==> config.mk <==
export PLATFORM = sky130hd
export DESIGN_NAME = mbru_fetch_reg
export DESIGN_NICKNAME = d
export VERILOG_FILES = /design/src/rtl/mbru_fetch_reg.sv
export SDC_FILE = /design/constraint.sdc
export NUM_CORES = 1
export LEC_CHECK = 0
export ABC_AREA = 0
export CAP_MARGIN = 10
export CELL_PAD_IN_SITES_DETAIL_PLACEMENT = 0
export CELL_PAD_IN_SITES_GLOBAL_PLACEMENT = 1
export CORE_ASPECT_RATIO = 1.5
export CORE_MARGIN = 2
export CORE_UTILIZATION = 33
export CTS_BUF_LIST = sky130_fd_sc_hd__clkbuf_2 sky130_fd_sc_hd__clkbuf_4 sky130_fd_sc_hd__clkbuf_8
export CTS_CLUSTER_SIZE = 30
export DETAILED_ROUTE_END_ITERATION = 8
export PLACE_DENSITY_LB_ADDON = 0.1
export SLEW_MARGIN = 20
export SYNTH_ARGS = -nofsm -noshare
export SYNTH_HDL_FRONTEND = slang
export SYNTH_SLANG_ARGS = --single-unit
==> constraint.sdc <==
create_clock -name clk -period 3.3 [get_ports clk]
set_input_delay 0.33 -clock clk [delete_from_list [all_inputs] [get_ports clk]]
set_output_delay 0.33 -clock clk [all_outputs]
set_load 0.005 [all_outputs]
==> src/rtl/mbru_fetch_reg.sv <==
// Instruction-fetch holding register: captures the IRAM byte on fetch and holds it for decode.
// Also reports whether a byte has been captured since reset and how many captures occurred.
module mbru_fetch_reg #(
  parameter int unsigned DATA_W = 8,
  parameter int unsigned CNT_W  = 8
) (
  input  logic              clk,
  input  logic              rst,
  input  logic              fetch,
  input  logic [DATA_W-1:0] ins_in,
  output logic [DATA_W-1:0] ins_out,
  output logic              ins_valid,
  output logic [CNT_W-1:0]  fetch_cnt
);

  localparam logic [CNT_W-1:0] CntOne = {{(CNT_W-1){1'b0}}, 1'b1};

  logic [DATA_W-1:0] ins_d,   ins_q;
  logic              valid_d, valid_q;
  logic [CNT_W-1:0]  cnt_d,   cnt_q;

  // Hold path selects the stored byte, so an undriven ins_in never leaks through.
  always_comb begin
    ins_d   = ins_q;
    valid_d = valid_q;
    cnt_d   = cnt_q;
    if (rst) begin
      ins_d   = '0;
      valid_d = 1'b0;
      cnt_d   = '0;
    end else if (fetch) begin
      ins_d   = ins_in;
      valid_d = 1'b1;
      cnt_d   = cnt_q + CntOne;
    end
  end

  always_ff @(posedge clk) begin
    ins_q   <= ins_d;
    valid_q <= valid_d;
    cnt_q   <= cnt_d;
  end

  assign ins_out   = ins_q;
  assign ins_valid = valid_q;
  assign fetch_cnt = cnt_q;

endmodule

==> flow_results.xml <==
<?xml version="1.0" encoding="UTF-8"?>
<metrics>
  <group name="sta">
    <metric name="fin_setup_tns" unit="ps">0</metric>
    <metric name="finalClockSkew" unit="ps">4.401</metric>
    <metric name="setup_slack" unit="ps">1576</metric>
    <metric name="worst_case_headroom_to_the_max_slew_limit" unit="">0.5892</metric>
    <metric name="finalMaxSlewViolations" unit="">0</metric>
    <metric name="final_min_period_over_clock_period" unit="">0.5223</metric>
    <metric name="final_period_minus_worst_setup_slack" unit="ps">1724</metric>
    <metric name="tightest_slew" unit="ps">614.3</metric>
    <metric name="maxClockFrequency" unit="MHz">580.1</metric>
    <metric name="rsz0062_at_grt" unit="">no</metric>
    <metric name="count_of_final_hold_check_violations" unit="">0</metric>
    <metric name="final-setup-viol-count" unit="">0</metric>
  </group>
  <group name="synthesis">
    <metric name="yosysWarningCount" unit="">0</metric>
    <metric name="post_synth_xor_area_fraction" unit="">0.05447</metric>
    <metric name="synth-simple-area-share" unit="">0.1829</metric>
    <metric name="netlist_area" unit="sq um">643.1</metric>
    <metric name="yosys_register_bits" unit="">17</metric>
    <metric name="muxShareOfSynthArea" unit="">0.1401</metric>
    <metric name="post_synth_fa_ha_maj_area_fraction" unit="">0.01946</metric>
    <metric name="ys_seq_area_frac" unit="">0.5292</metric>
    <metric name="largest_family_of_logic_cells_by_synthesized_area" unit="">simple AND/OR/NAND/NOR gates</metric>
    <metric name="synth-compound-area-share" unit="">0.04669</metric>
    <metric name="synthesis.nets" unit="">78</metric>
    <metric name="syn-mean-instance-area" unit="sq um">9.744</metric>
    <metric name="synthCells" unit="">66</metric>
    <metric name="synthDistinctLibCells" unit="">15</metric>
  </group>
  <group name="cts">
    <metric name="post_cts.repair.setup_buffers" unit="">0</metric>
    <metric name="tritoncts.num_buffers" unit="">3</metric>
    <metric name="cts.root.buffer_cell" unit="">clkbuf_4</metric>
    <metric name="cts.hold.buffers_added" unit="">0</metric>
    <metric name="ctsResizeCount" unit="">0</metric>
    <metric name="later_pin_clock_latency_in_the_skew_report" unit="ps">290</metric>
    <metric name="cts.htree.levels" unit="">1</metric>
    <metric name="clkSlewWorstSetupHoldPaths" unit="ps">100</metric>
    <metric name="cts_max_path_buffers" unit="">2</metric>
    <metric name="clock_sinks" unit="">17</metric>
    <metric name="cts_tree" unit="">yes</metric>
  </group>
  <group name="placement">
    <metric name="routability_cong" unit="">0.6507</metric>
    <metric name="post_dp_hpwl" unit="microns">952.1</metric>
    <metric name="postPlaceCellArea" unit="sq um">929.6</metric>
    <metric name="place.port_buffers" unit="">27</metric>
    <metric name="post-place-ws" unit="ps">1252</metric>
  </group>
  <group name="critical_path">
    <metric name="timing.critical_path.from" unit="">fetch</metric>
    <metric name="reg2reg_to" unit="">fetch_cnt[6]</metric>
    <metric name="path_max_fanout" unit="">8</metric>
    <metric name="critPathKind" unit="">input pin to register</metric>
    <metric name="r2r_start" unit="">fetch_cnt[0]</metric>
    <metric name="destination_of_the_critical_timing_path" unit="">fetch_cnt[7]</metric>
    <metric name="worstPathArrival" unit="ps">1940</metric>
    <metric name="critical_path.startpoint_type" unit="">input pin</metric>
    <metric name="timing.critical_path.required" unit="ps">3520</metric>
    <metric name="rrSetupSlack" unit="ps">2000</metric>
    <metric name="timing.reg2reg.worst_path_depth" unit="">4</metric>
    <metric name="timing.critical_path.to_type" unit="">register</metric>
  </group>
  <group name="die">
    <metric name="initial_utilization" unit="">0.3513</metric>
    <metric name="row_count" unit="">19</metric>
    <metric name="floorplan.die.width" unit="microns">40.05</metric>
    <metric name="design.die.area" unit="sq mm">0.002325</metric>
    <metric name="placeableCoreArea" unit="sq mm">0.001831</metric>
    <metric name="floorplan.io_pins" unit="">28</metric>
    <metric name="dieHeight" unit="microns">58.07</metric>
  </group>
  <group name="flow_run">
    <metric name="cap_viol_max_count" unit="">0</metric>
  </group>
  <group name="drt">
    <metric name="avgViaCountPerCell" unit="">4.757</metric>
    <metric name="post_drt_wl_per_cell" unit="microns">11.42</metric>
    <metric name="drc" unit="">0</metric>
    <metric name="num_vias" unit="">547</metric>
    <metric name="drtAntennaViolNets" unit="">0</metric>
    <metric name="initialDrtViolationCount" unit="">4</metric>
    <metric name="dr.pass1.iters" unit="">2</metric>
    <metric name="drt_wl_total" unit="mm">1.313</metric>
  </group>
  <group name="layout">
    <metric name="final_core_util" unit="">0.5243</metric>
    <metric name="multiInputGateArea" unit="sq um">285.3</metric>
    <metric name="antennaDiodeCount" unit="">0</metric>
    <metric name="seqCellArea" unit="sq um">340.3</metric>
    <metric name="design.final.nets" unit="">107</metric>
    <metric name="area.growth.synth_to_final" unit="%">49.22</metric>
    <metric name="drive_above_1_share" unit="">0.06383</metric>
    <metric name="fillerInstances" unit="">188</metric>
    <metric name="design_area" unit="sq um">959.7</metric>
  </group>
  <group name="grt">
    <metric name="gr-usage-all-layers" unit="">0.1312</metric>
    <metric name="grt_overflow" unit="">0</metric>
    <metric name="pin_count_of_the_biggest_net_entering_global_routing" unit="">18</metric>
    <metric name="number_of_antenna_violations_at_the_first_check_in_global_routing" unit="">0</metric>
    <metric name="global_route_wire_length_before_repair" unit="mm">2.097</metric>
    <metric name="first_global_vias" unit="">500</metric>
  </group>
  <group name="power_and_ir_drop">
    <metric name="ir_worst_vdd" unit="V">0.0002634</metric>
    <metric name="p_leak" unit="nW">0.3866</metric>
    <metric name="pwrdens" unit="mW/mm^2">408.7</metric>
  </group>
  <group name="run_status">
    <metric name="status" unit="">finished clean</metric>
  </group>
  <group name="min_path">
    <metric name="hold_path_class" unit="">register to register</metric>
  </group>
</metrics>
==> how the worst min path moves through the flow <==
stage,from,endpoint,slack (ps),depth (start not counted)
2_1_floorplan,ins_valid,ins_valid,460,2
3_3_place_gp,ins_valid,ins_valid,450,2
3_5_place_dp,ins_valid,ins_valid,460,2
4_1_cts,ins_valid,ins_valid,480,2
5_1_grt,ins_valid,ins_valid,500,2
6_report,ins_valid,ins_valid,480,2
==> synth_stat cells <==
master	instances	area share
nand3_1	2	0.016
ha_1	1	0.019
or3_1	3	0.029
nand2_1	2	0.012
dfxtp_1	17	0.53
xor2_1	3	0.041
o21ai_0	3	0.023
nand4_1	2	0.019
mux2i_1	9	0.14
a21oi_1	3	0.023
nand4_2	1	0.019
clkbuf_1	2	0.012
xnor2_1	1	0.014
buf_2	2	0.016
nor2_1	15	0.088
==> cell usage in the layout, fill, tap and decap left out, drive strengths merged <==
| master | n |
|---|---|
| clkdlybuf4s50 | 27 |
| dfxtp | 17 |
| nor2 | 15 |
| mux2i | 9 |
| clkbuf | 4 |
| o21ai | 3 |
| or3 | 3 |
| a21oi | 3 |
| xor2 | 3 |
| nand4 | 3 |
| nand3 | 2 |
| nand2 | 2 |
| xnor2 | 1 |
| ha | 1 |
| buf | 1 |
==> critical path, cell delays in order <==
cell and delay [ps]:
clkdlybuf4s50_1 710, buf_4 260, nand4_2 140, or3_1 370
a21oi_1 130
==> per-stage QoR <==
step                hold slack [ps]  cells  total power [mW]
detailed placement            461.8    111            0.2797
global placement              450.5    111            0.2797
global route                  501.5    115            0.4135
CTS                           481.3    115            0.4009
floorplan                     457.6     66            0.2467
finish                        478.1    115            0.3923
==> layer usage <==
| layer | share of wire | track usage | vias to the layer above |
|---|---|---|---|
| li1 | - | - | 280 |
| met1 | 0.44 | 0.1639 | 245 |
| met2 | 0.48 | 0.1866 | 18 |
| met3 | 0.053 | 0.02682 | 4 |
| met4 | 0.024 | 0.1034 | 0 |
| met5 | 0 | 0 | - |
==> report_power, final <==
part / switching (mW) / total (mW) / internal, mW
registers: 0.00689 / 0.221 / 0.214
logic: 0.0180 / 0.0530 / 0.0351
clock network: 0.0627 / 0.118 / 0.0552
==> registers in the layout, indices dropped and copies added, names as in the netlist <==
signal     flops
fetch_cnt      8
ins_out        8
ins_valid      1
==> cells by family (layout without fill, tap and decap cells) <==
kind of cell,after synthesis,count (layout)
and+or+nand+nor,25,25
adders and majority gates,1,1
muxes,9,9
xor gates and xnor gates,4,4
DFF,17,17
buffers and inverters,4,32
AOI/OAI and AO/OA,6,6
==> layout make-up <==
cell class                      count  area share
Clock buffer                        4     0.03129
Sequential cell                    17      0.3546
Tap cell                           21     0.02738
Multi-Input combinational cell     45      0.2973
Timing Repair Buffer               28      0.2894
Note: power is estimated with default switching activity, not from simulation.
